File: config.mk
export PLATFORM = sky130hd
export DESIGN_NAME = bus_arbiter
export DESIGN_NICKNAME = d
export VERILOG_FILES = /design/src/rtl/bus_arbiter.sv
export SDC_FILE = /design/constraint.sdc
export NUM_CORES = 1
export LEC_CHECK = 0
export CORE_MARGIN = 3
export CORE_UTILIZATION = 28
export DETAILED_ROUTE_END_ITERATION = 7
export SETUP_SLACK_MARGIN = 0.3
export SLEW_MARGIN = 20
export SYNTH_ARGS = -nofsm -noshare
export SYNTH_HDL_FRONTEND = slang
export SYNTH_SLANG_ARGS = --single-unit
File: constraint.sdc
create_clock -name clk -period 6.5 [get_ports clk]
set_input_delay 1.95 -clock clk [delete_from_list [all_inputs] [get_ports clk]]
set_output_delay 1.95 -clock clk [all_outputs]
set_load 0.01 [all_outputs]
File: src/rtl/bus_arbiter.sv
// bus_arbiter: two-master, one-slave system bus arbiter with a single outstanding transaction and timeout termination
module bus_arbiter #(
  parameter int AddrWidth     = 32,
  parameter int DataWidth     = 32,
  parameter int RoundRobin    = 1,
  parameter int TimeoutCycles = 255
) (
  input  logic                   clk,
  input  logic                   rst,
  input  logic                   m0_req,
  input  logic                   m0_wr,
  input  logic [AddrWidth-1:0]   m0_addr,
  input  logic [DataWidth-1:0]   m0_wdata,
  input  logic [DataWidth/8-1:0] m0_be,
  output logic                   m0_ack,
  output logic                   m0_err,
  output logic [DataWidth-1:0]   m0_rdata,
  input  logic                   m1_req,
  input  logic                   m1_wr,
  input  logic [AddrWidth-1:0]   m1_addr,
  input  logic [DataWidth-1:0]   m1_wdata,
  input  logic [DataWidth/8-1:0] m1_be,
  output logic                   m1_ack,
  output logic                   m1_err,
  output logic [DataWidth-1:0]   m1_rdata,
  output logic                   s_req,
  output logic                   s_wr,
  output logic [AddrWidth-1:0]   s_addr,
  output logic [DataWidth-1:0]   s_wdata,
  output logic [DataWidth/8-1:0] s_be,
  input  logic                   s_ack,
  input  logic [DataWidth-1:0]   s_rdata,
  output logic [1:0]             grant,
  output logic                   busy
);
  localparam int CW = TimeoutCycles > 1 ? $clog2(TimeoutCycles) : 1;
  localparam logic [CW-1:0] CntLast = CW'(TimeoutCycles > 0 ? TimeoutCycles - 1 : 0);
  typedef enum logic [1:0] {IDLE, ISSUE, RESP} state_t;
  state_t state, state_nxt;
  logic last_owner, win1, tmo, done;
  logic [CW-1:0] cnt;
  logic [DataWidth-1:0] rsp_data;
  always_comb begin
    win1 = m1_req & (~m0_req | (RoundRobin != 0 ? ~last_owner : 1'b1));
    tmo = (TimeoutCycles != 0) && (cnt == CntLast);
    done = s_ack | tmo;
    rsp_data = s_ack ? s_rdata : '0;
    state_nxt = state == IDLE  ? ((m0_req | m1_req) ? ISSUE : IDLE) :
                state == ISSUE ? (done ? RESP : ISSUE) : IDLE;
  end
  assign s_req = state == ISSUE;
  assign busy = state != IDLE;
  always_ff @(posedge clk or posedge rst) begin
    if (rst) begin
      state <= IDLE;
      last_owner <= 1'b1;
      cnt <= '0;
      grant <= '0;
      s_wr <= 1'b0;
      s_addr <= '0;
      s_wdata <= '0;
      s_be <= '0;
      m0_ack <= 1'b0;
      m0_err <= 1'b0;
      m0_rdata <= '0;
      m1_ack <= 1'b0;
      m1_err <= 1'b0;
      m1_rdata <= '0;
    end else begin
      state <= state_nxt;
      m0_ack <= 1'b0;
      m1_ack <= 1'b0;
      if (state == IDLE && (m0_req | m1_req)) begin
        grant <= {win1, ~win1};
        last_owner <= win1;
        s_wr <= win1 ? m1_wr : m0_wr;
        s_addr <= win1 ? m1_addr : m0_addr;
        s_wdata <= win1 ? m1_wdata : m0_wdata;
        s_be <= win1 ? m1_be : m0_be;
      end
      if (state == ISSUE) begin
        cnt <= cnt + CW'(1);
        if (done && grant[0]) begin
          m0_ack <= 1'b1;
          m0_err <= ~s_ack;
          m0_rdata <= rsp_data;
        end
        if (done && grant[1]) begin
          m1_ack <= 1'b1;
          m1_err <= ~s_ack;
          m1_rdata <= rsp_data;
        end
      end
      if (state == RESP) begin
        grant <= '0;
        cnt <= '0;
      end
    end
  end
endmodule

# Yosys cells after proc, flatten, opt, wreduce, memory -nomap -nowiden
# Index checks and enable logic that the tools add are counted.
[word_totals] inputBits=175 output_inout_bits=141 elab_cells=52 regBits=150
[classes] addsub=1 eq_ne=3 reduce_logical=9 bitwise_logic=8 muxes=17
[op_table] op="$mux W32" n=3
[op_table] op="$mux W8" n=2
[op_table] op="$mux W2" n=5
[op_table] op="$add A8 B1 Y8 const B" n=1
[op_table] op="$eq A8 B8 Y1 const B" n=1
[op_table] op="$mux W1" n=6
[op_table] op="$reduce_bool A2 Y1" n=3
[op_table] op="$mux W4" n=1
[op_table] op="$not A1 Y1" n=4
[op_table] op="$reduce_and A2 Y1" n=2
[op_table] op="$logic_and A1 B1 Y1" n=3
[op_table] op="$or A1 B1 Y1" n=3
[op_table] op="$eq A2 B1 Y1 const B" n=1
[op_table] op="$eq A2 B2 Y1 const B" n=1
[op_table] op="$logic_not A2 Y1" n=1
[op_table] op="$and A1 B1 Y1" n=1

# Longest topological paths before layout
# Gate-level depths: netlist (run 1).
[depth] depth_word=6 ltp_mapped=7 depth_no_buf=5

# Worst setup path after synthesis (run 1)
# OpenSTA, ideal clock, no wires.
[synth_path] kind="input port to flip-flop" start="in m0_req" end="reg grant[1]" path_buffers=2 t_arrival_ps=2763 cell_stages=5 setup_ps=72 t_required_ps=6428 setup_slack_ps=3665 path_cell_list="o21ai_1 buf_2 buf_2 a22oi_1 nor2_1"
[synth_between] elab_chain_cells=5 word_cells_on_any_way=8 cone_classes="2 x mux; 4 x bitwise; 2 x reduce/logical"
[synth_rtl] item="start: declaration" line="10" source="input logic m0_req,"
[synth_rtl] item="$not A1 Y1" line="44" source="win1 = m1_req & (~m0_req | (RoundRobin != 0 ? ~last_owner : 1'b1));"
[synth_rtl] item="$or A1 B1 Y1" line="44"
[synth_rtl] item="$and A1 B1 Y1" line="44"
[synth_rtl] item="$mux W2" line="73" source="if (state == IDLE && (m0_req | m1_req)) begin"
[synth_rtl] item="$mux W2" line="94" source="if (state == RESP) begin"
[synth_rtl] item="end signal: assignment" line="74" source="grant <= {win1, ~win1};"
[synth_rtl] item="end: declaration" line="33" source="output logic [1:0] grant,"
# Parallel ways exist; a longest one is shown, timed or not. The select of a mux whose other input is x is not followed.
# A chain may end at the register's enable or synchronous reset.

# Worst setup path after layout (run 1)
[layout_path] start="in m1_req" end="reg s_wdata[29]"
[layout_between] elab_chain_cells=2 word_cells_on_any_way=4 cone_classes="1 x mux; 2 x bitwise; 1 x reduce/logical"
[layout_rtl] item="start: declaration" line="18" source="input logic m1_req,"
[layout_rtl] item="$and A1 B1 Y1 or $or A1 B1 Y1 (tied branches)" line="44, 73"
[layout_rtl] item="$mux W32 or $logic_and A1 B1 Y1 (tied branches)" line="78, 73"
[layout_rtl] item="end signal: assignment" line="78" source="s_wdata <= win1 ? m1_wdata : m0_wdata;"
[layout_rtl] item="end: declaration" line="29" source="output logic [DataWidth-1:0] s_wdata,"
# Parallel ways exist; a longest one is shown, timed or not.

==> metrics.md, run 1 <==
| Metric | Value |
|---|---|
| Net Sw Power | `1.78 mW` |
| Synthesis Warnings | `0` |
| Routed WL | `22.0 mm` |
| Sinks on Clock Net | `150` |
| Wire length per cell | `16.9 um` |
| Final period utilization | `0.604` |
| GR Overflow Total | `0` |
| Antenna diode count | `0` |
| Site row count | `56` |
| Finished Layout Cells | `1297` |
| P&R area growth vs syn | `59.6%` |
| P_int | `3.28 mW` |
| Worst min path class | `flip-flop to flip-flop` |
| Initial antenna violation count | `1` |
| Netlist area before placement | `6840 um^2` |
| Mapped Cells | `667` |
| Yosys top cell by area | `dfrtp_1` |
| Die ar. | `26300 um^2` |
| Initial Util | `0.288` |
| Reg power frac | `0.324` |
| Layout cell share with drive strength beyond 1 | `0.0481` |
| Final Hold Fails | `0` |
| CTS Root Cell | `clkbuf_16` |
| CP endpoint kind | `flip-flop` |
| Detailed Route Iter0 Violations | `336` |
| Actual slew at the worst max-slew pin | `1.13 ns` |
| Die width | `162 um` |
| Core area | `23800 um^2` |
| Most frequent cells in the layout | `clkdlybuf4s50_1, dfrtp_1, nand2_1` |
| Synthesized flop and latch total | `150` |
| Post-Synth XOR/XNOR Area | `0` |
| PwrDens | `464 nW/um^2` |
| Critical Path Fanout Max | `46` |
| Commonest non-fill, non-tap cell in the layout | `clkdlybuf4s50_1` |
| Synth cell types | `36` |
| Max Cap Viol | `0` |
| Largest family of logic cells by synthesized area | `compound AO/OA/AOI/OAI gates` |
| Buffers on Ports | `315` |
| Unrepaired setup endpoints after global routing | `no` |
| Run status | `finished clean` |
| FMAX | `0.255 GHz` |
| CP required | `6.77 ns` |
| Leakage power | `4.91 nW` |
| Clock slew at reported path FFs | `0.06 ns` |
| Placed cell count | `1264` |
| Number of global-route vias before repair | `5907` |
| Simple logic cell fraction of the synthesized area | `0.0635` |
| Clk pwr share | `0.217` |
| Vias/cell | `4.51` |
| Sw frac | `0.352` |
| Peak supply drop | `198 uV` |
| Synthesized Nets | `847` |
| Inserted Clock Buffers | `17` |
| Worst path arrival time | `4.19 ns` |
| Max transition margin | `0.246` |
| Die height | `162 um` |
| Overall power | `5.07 mW` |
| Global-route wire length before repair | `34.0 mm` |
| Share of the synthesized area in the top cell type | `0.545` |
| Hold_buf cts | `0` |
| CTS tree | `yes` |
| Final period demand of the worst path | `3.92 ns` |
| Clk_skew | `0.00973 ns` |
| Final Slew Violations | `0` |
| Sequential fraction of the synthesis area | `0.549` |
| Bufs on Longest Clock Path | `2` |
| Logic pwr share | `0.458` |
| Hpwl dp | `15.9 mm` |
| Final Net Count | `1145` |
| DRC | `0` |
| Avg Cell Area, Syn | `10.3 um^2` |
| Post-synthesis compound-gate area fraction | `0.188` |
| Final GP Congestion | `0.745` |
| All-Layer GR Usage | `0.165` |
| Top Ports | `316` |
| Final setup vio count | `0` |
| H-tree depth | `4` |
| CP Class | `input port to flip-flop` |
| DR pass1 iterations | `4` |
| CP Launch Type | `input port` |
| # resized after CTS | `0` |
| Final ANT Viol Nets | `0` |
| Worst-Skew Late Latency | `0.42 ns` |
| Largest net degree at the start of global routing | `91` |
| Synth Area in Adders | `0.00915` |
| Post-CTS setup buffers | `0` |
| Setup TNS | `0 ns` |
| Synth top area cells | `dfrtp_1, mux2i_1, a22oi_1` |
| Mux share of post-synthesis cell area | `0.107` |
| Vias after detailed routing | `5850` |
## worst max-delay path, cell delays in order
cell and delay [ns]:
clkdlybuf4s50_1 0.55, a21boi_4 0.91, buf_12 0.38, mux2i_1 0.22
o21ai_0 0.10
## logic make-up after synthesis
family,after synthesis
AOI/OAI and AO/OA,217
DFF,150
buffers and inverters,121
and+or+nand+nor,101
muxes,73
adders and majority gates,5
## power groups by stage
stage,Sequential (mW),Combinational [mW],Clock (mW)
3_5_place_dp,1.66,2.34,0
3_3_place_gp,1.64,2.32,0
6_report,1.64,2.32,1.10
4_1_cts,1.65,2.35,1.13
5_1_grt,1.71,2.56,1.18
2_1_floorplan,1.80,0.980,0
## Yosys cell counts
cell,instances
buf_4,3
o21ai_1,65
o21ai_0,73
o21a_1,1
mux2i_1,71
nor3_1,2
a21boi_1,1
nor2_1,5
a211o_1,1
and2b_1,1
nand2b_1,4
a41o_1,1
a41oi_1,1
buf_2,16
inv_1,75
mux2_2,2
and3_1,2
a21oi_1,1
dfrtp_1,149
nor2b_1,2
dfstp_2,1
nand2_1,75
a31oi_1,1
o22a_1,2
o311ai_0,1
nand3_1,6
ha_1,5
a22oi_1,65
clkbuf_2,1
o22ai_1,3
clkbuf_1,15
a221oi_1,1
nand4_2,1
and4_1,1
or4_1,2
buf_6,11
## flip-flops by register name, summed over array words and instances (netlist names)
| name | cells |
|---|---|
| m0_ack | 1 |
| m1_err | 1 |
| m0_err | 1 |
| s_addr | 32 |
| m1_rdata | 32 |
| s_wr | 1 |
| m1_ack | 1 |
| s_be | 4 |
| last_owner | 1 |
| state | 2 |
| cnt | 8 |
| grant | 2 |
| m0_rdata | 32 |
| s_wdata | 32 |
## worst paths after layout
path / cells past startpoint / slack (ns) / end / start
min reg2reg: 2 / 0.48 / s_wdata[27] / s_wdata[27]
max in group asynchronous: 3 / 3.33 / last_owner / rst
max: 5 / 2.58 / s_wdata[29] / m1_req
min: 2 / 0.48 / s_wdata[27] / s_wdata[27]
max reg2reg: 4 / 4.32 / s_wdata[29] / last_owner
min in group asynchronous: 2 / 2.06 / s_addr[7] / rst
## metrics by stage
stage,utilization,hold WS [ns],cell area (um^2),worst slack [ns]
3_3_place_gp,0.431,0.461,10200,2.20
5_1_grt,0.459,0.499,10900,2.47
3_5_place_dp,0.431,0.469,10200,2.14
2_1_floorplan,-,0.484,6840,0.515
4_1_cts,0.458,0.483,10900,2.58
6_report,0.459,0.476,10900,2.58
## metal layers
| metal | share of wire | vias up | wire, um | global-route usage |
|---|---|---|---|---|
| met1 | 0.41 | 2691 | 9020 | 0.203 |
| met2 | 0.47 | 234 | 10400 | 0.270 |
| met4 | 0.0093 | 2 | 204 | 0.0364 |
| met3 | 0.10 | 17 | 2290 | 0.0724 |
| met5 | 0.00059 | - | 13 | 0 |
| li1 | - | 2906 | - | - |
## area by class of cell
cell class,count,area [um^2]
Timing Repair Buffer,325,3270
Clock buffer,21,450
Tap cell,319,399
Fill cell,2247,12800
Inverter,75,287
Sequential cell,150,3750
Multi-Input combinational cell,396,2550
Clock inverter,11,200
No activity file was read; power rests on OpenSTA's default activity.
==> inputs of run 2 (changes only) <==
Clock period 6.5 ns to 3.99 ns, I/O delays scaled along.
==> metrics.md, run 2 (synthesis gave the netlist of run 1 again) <==
| Metric | Value |
|---|---|
| Final Net Count | `1148` |
| Final period demand of the worst path | `3.14 ns` |
| Final period utilization | `0.788` |
| Placed cell count | `1268` |
| Post-route setup slack | `0.848 ns` |
| All-Layer GR Usage | `0.159` |
| Top Ports | `316` |
| CP endpoint kind | `primary output` |
| Worst hold slack | `0.478 ns` |
| CTS tree | `yes` |
| Most common cell on crit path | `inv_1` |
| # resized after CTS | `0` |
| Die height | `162 um` |
| FILL cells | `2299` |
| Final Slew Violations | `0` |
| Ordered list of cells on the worst path | `inv_1 > ha_1 > inv_1 > clkdlybuf4s50_1` |
| Antenna diode count | `0` |
| Initial Util | `0.288` |
| Leakage power | `4.89 nW` |
| Vias/cell | `4.51` |
| Critical Path Fanout Max | `6` |
| P&R area growth vs syn | `59.0%` |
| Number of global-route vias before repair | `5884` |
| CTS Root Cell | `clkbuf_16` |
| Max transition margin | `0.375` |
| Sinks on Clock Net | `150` |
| Die width | `162 um` |
| Detailed Route Iter0 Violations | `329` |
| Clk_skew | `0.0175 ns` |
| Vias after detailed routing | `5869` |
| CP Class | `flip-flop to primary output` |
| Global-route wire length before repair | `33.2 mm` |
| Final GP Congestion | `0.749` |
| Worst path arrival time | `1.95 ns` |
| Core area | `23800 um^2` |
| H-tree depth | `4` |
| Site row count | `56` |
| CP required | `2.79 ns` |
| Finished Layout Cells | `1300` |
| CP delay by family, top | `buffers and inverters` |
| Worst min path class | `flip-flop to flip-flop` |
| CP peak stage delay | `0.53 ns` |
| Actual slew at the worst max-slew pin | `0.934 ns` |
| WP buf/inv | `3` |
| Final ANT Viol Nets | `0` |
| Bufs on Longest Clock Path | `2` |
| Wire length per cell | `16.4 um` |
| Buffers on Ports | `315` |
| Worst-Skew Late Latency | `0.42 ns` |
| Initial antenna violation count | `0` |
| Routed WL | `21.3 mm` |
| Run status | `finished clean` |
| GR Overflow Total | `0` |
| FMAX | `0.318 GHz` |
| DR pass1 iterations | `4` |
| Hold_buf cts | `0` |
| Hpwl dp | `15.7 mm` |
| Layout cell share with drive strength beyond 1 | `0.0540` |
| DRC | `0` |
| Inserted Clock Buffers | `17` |
| Commonest non-fill, non-tap cell in the layout | `clkdlybuf4s50_1` |
| Place WS | `1.09 ns` |
| Unrepaired setup endpoints after global routing | `no` |
| Final Hold Fails | `0` |
| Largest net degree at the start of global routing | `76` |
| CP Launch Type | `flip-flop` |
| Setup TNS | `0 ns` |
| Final setup vio count | `0` |
| Die ar. | `26300 um^2` |
| Clock slew at reported path FFs | `0.06 ns` |
| Most frequent cells in the layout | `clkdlybuf4s50_1, dfrtp_1, nand2_1` |
| CP max-delay cell | `clkdlybuf4s50_1` |
| Max Cap Viol | `0` |
| PwrDens | `742 nW/um^2` |
| Post-CTS setup buffers | `0` |
| Internal reg-to-reg setup slack | `1.65 ns` |
| Peak supply drop | `433 uV` |
run 2: routing by layer:
| metal | vias to the layer above | track usage | routed length [um] |
|---|---|---|---|
| li1 | 2913 | - | - |
| met5 | - | 0 | 0 |
| met3 | 16 | 0.0625 | 2010 |
| met2 | 230 | 0.255 | 9900 |
| met4 | 0 | 0.0368 | 242 |
| met1 | 2710 | 0.204 | 9200 |
run 2: worst paths after layout:
path / from / end / depth (start not counted)
min in group asynchronous: rst / m0_rdata[18] / 2
max in group asynchronous: rst / last_owner / 3
hold reg to reg: s_wdata[0] / s_wdata[0] / 2
setup / recovery: state[0] / busy / 4
hold / removal: s_wdata[0] / s_wdata[0] / 2
setup reg to reg: cnt[0] / m0_rdata[30] / 6
run 2: metrics by stage:
step / utilization / instance area (um^2) / power, mW
floorplan: - / 6840 / 4.53
finish: 0.458 / 10900 / 8.07
CTS: 0.458 / 10900 / 8.19
global route: 0.458 / 10900 / 8.67
detailed placement: 0.433 / 10300 / 6.54
global placement: 0.433 / 10300 / 6.46
run 2: worst min-delay path, delay by kind of cell, from the launching register on:
kind / cells / cell delay [ns]
AOI/OAI and AO/OA: 1 / 0.06
DFF: 1 / 0.34
and+or+nand+nor: 1 / 0.05
run 2: area by class of cell:
cell class | count | area (um^2) | area share
clock inverter | 15 | 158 | 0.0145
multi-input combinational | 396 | 2550 | 0.235
tap | 319 | 399 | 0.0367
clock buffer | 17 | 425 | 0.0391
sequential | 150 | 3750 | 0.345
timing repair buffer | 328 | 3300 | 0.304
inverter | 75 | 285 | 0.0262
run 2: report_power, final:
| part | leakage (nW) | total [mW] | switching (mW) | internal, mW |
|---|---|---|---|---|
| clock network | 0.282 | 1.62 | 0.732 | 0.887 |
| registers | 1.68 | 2.69 | 0.474 | 2.21 |
| logic | 2.93 | 3.77 | 1.77 | 2.00 |
| total | 4.89 | 8.07 | 2.97 | 5.10 |
==> inputs of run 3 (changes only) <==
Clock period 3.99 ns to 2.7 ns, I/O delays scaled along.
==> metrics.md, run 3 (synthesis gave the netlist of run 1 again) <==
| Metric | Value |
|---|---|
| Final ANT Viol Nets | `0` |
| Die height | `162 um` |
| Largest net degree at the start of global routing | `105` |
| DR pass1 iterations | `4` |
| Reg power frac | `0.332` |
| Global-route wire length before repair | `33.5 mm` |
| M1 WL | `9.22 mm` |
| Wire length per cell | `16.5 um` |
| Met3 wire len | `1.98 mm` |
| Unrepaired setup endpoints after global routing | `no` |
| Clk pwr share | `0.199` |
| CP Launch Type | `flip-flop` |
| Net Sw Power | `4.34 mW` |
| Core area | `23800 um^2` |
| Commonest non-fill, non-tap cell in the layout | `clkdlybuf4s50_1` |
| CTS tree | `yes` |
| Final period demand of the worst path | `2.28 ns` |
| Max Used Layer | `met4` |
| Max transition margin | `0.702` |
| Antenna diode count | `0` |
| Clk_skew | `0.0117 ns` |
| Logic pwr share | `0.469` |
| Leakage power | `4.93 nW` |
| Worst-Skew Late Latency | `0.41 ns` |
| Ordered list of cells on the worst path | `inv_1 > ha_1 > dlygate4sd2_1` |
| Final Hold Fails | `0` |
| Bufs on Longest Clock Path | `2` |
| P&R area growth vs syn | `59.8%` |
| CP required | `1.89 ns` |
| CP endpoint kind | `primary output` |
| Die width | `162 um` |
| Final Slew Violations | `0` |
| Final period utilization | `0.843` |
| DRC | `0` |
| Detailed Route Iter0 Violations | `386` |
| Buffers on Ports | `315` |
| All-Layer GR Usage | `0.160` |
| Vias/cell | `4.52` |
| Sw frac | `0.365` |
| Inserted Clock Buffers | `17` |
| Clock slew at reported path FFs | `0.07 ns` |
| CP Class | `flip-flop to primary output` |
| Site row count | `56` |
| P_int | `7.55 mW` |
| Final setup vio count | `0` |
| Routed WL | `21.5 mm` |
| Run status | `finished clean` |
| Post-CTS setup buffers | `0` |
| Vias after detailed routing | `5898` |
| Initial Util | `0.288` |
| Final GP Congestion | `0.769` |
| Hpwl dp | `15.8 mm` |
| Most frequent cells in the layout | `clkdlybuf4s50_1, dfrtp_1, nand2_1` |
| GR Overflow Total | `0` |
| Max Cap Viol | `0` |
| FMAX | `0.439 GHz` |
| Initial antenna violation count | `0` |
| CP max-delay cell | `dfrtp_1` |
| Top Ports | `316` |
| Finished Core Util | `0.460` |
| H-tree depth | `4` |
| Layout cell share with drive strength beyond 1 | `0.0579` |
| CP peak stage delay | `0.38 ns` |
| Final Net Count | `1152` |
| CTS Root Cell | `clkbuf_16` |
| Met2 wire length | `10.1 mm` |
| Setup TNS | `0 ns` |
| Actual slew at the worst max-slew pin | `0.447 ns` |
| Critical Path Fanout Max | `6` |
| Sinks on Clock Net | `150` |
| Die ar. | `26300 um^2` |
| Peak supply drop | `518 uV` |
| Worst path arrival time | `1.47 ns` |
| Worst min path class | `flip-flop to flip-flop` |
| Number of global-route vias before repair | `5964` |
| PwrDens | `1090 nW/um^2` |
run 3: changes by cell type in the layout (fill, tap and decap cells not counted):
| cell | previous run | this run |
|---|---|---|
| clkdlybuf4s50_1 | 315 | 313 |
| buf_12 | 4 | 7 |
| dlygate4sd2_1 | 0 | 2 |
| buf_4 | 9 | 10 |
| clkinv_2 | 0 | 1 |
| inv_8 | 3 | 1 |
| clkbuf_8 | 0 | 1 |
run 3: worst paths after layout:
kind	startpoint	end	slack, ns	cells past startpoint
worst max-delay path	state[1]	s_req	0.42	3
worst min-delay path	s_wdata[27]	s_wdata[27]	0.48	2
worst max register to register	cnt[0]	m0_rdata[4]	0.95	6
worst min register to register	s_wdata[27]	s_wdata[27]	0.48	2
max in group asynchronous	rst	s_wdata[25]	1.28	3
min in group asynchronous	rst	m1_rdata[23]	0.72	2
run 3: per-stage QoR:
stage          total power [mW]  hold slack (ns)  std cells  cell area [um^2]  setup WS, ns
2_1_floorplan              6.70            0.484        667              6840       0.00185
3_3_place_gp               9.57            0.462       1272             10400         0.313
3_5_place_dp               9.68            0.469       1272             10400         0.247
4_1_cts                    12.1            0.485       1304             10900         0.401
5_1_grt                    12.8            0.499       1304             10900         0.336
6_report                   11.9            0.481       1304             10900         0.425
run 3: power groups by stage:
stage | clock network (mW) | registers (mW) | logic, mW
after floorplan | 0 | 4.34 | 2.36
after global placement | 0 | 3.94 | 5.63
after detailed placement | 0 | 3.99 | 5.69
after CTS | 2.45 | 3.96 | 5.69
after global routing | 2.54 | 4.10 | 6.14
final | 2.37 | 3.95 | 5.58
run 3: layer usage:
layer,vias to the layer above,global-route usage
met2,241,0.262
met3,17,0.0661
met4,0,0.0322
li1,2917,-
met1,2723,0.201
met5,-,0
run 3: critical path, delay by kind of cell, from the launching register on:
family | cells | cell delay (ns)
flip-flops | 1 | 0.38
buffers and inverters | 2 | 0.42
adder cells (fa/ha/maj) | 1 | 0.26
run 3: layout make-up:
cell class              instances  area (um^2)
fillers                      2283        12800
flip-flops and latches        150         3750
repair buffers                332         3370
multi-input cells             396         2550
clock buffers                  18          439
well taps                     319          399
inverters                      75          285
clock inverters                14          140
run 3: what timing repair did:
item                       CTS  global route
resized for setup            2             0
hold buffers                 0             0
setup endpoints to repair    2             0
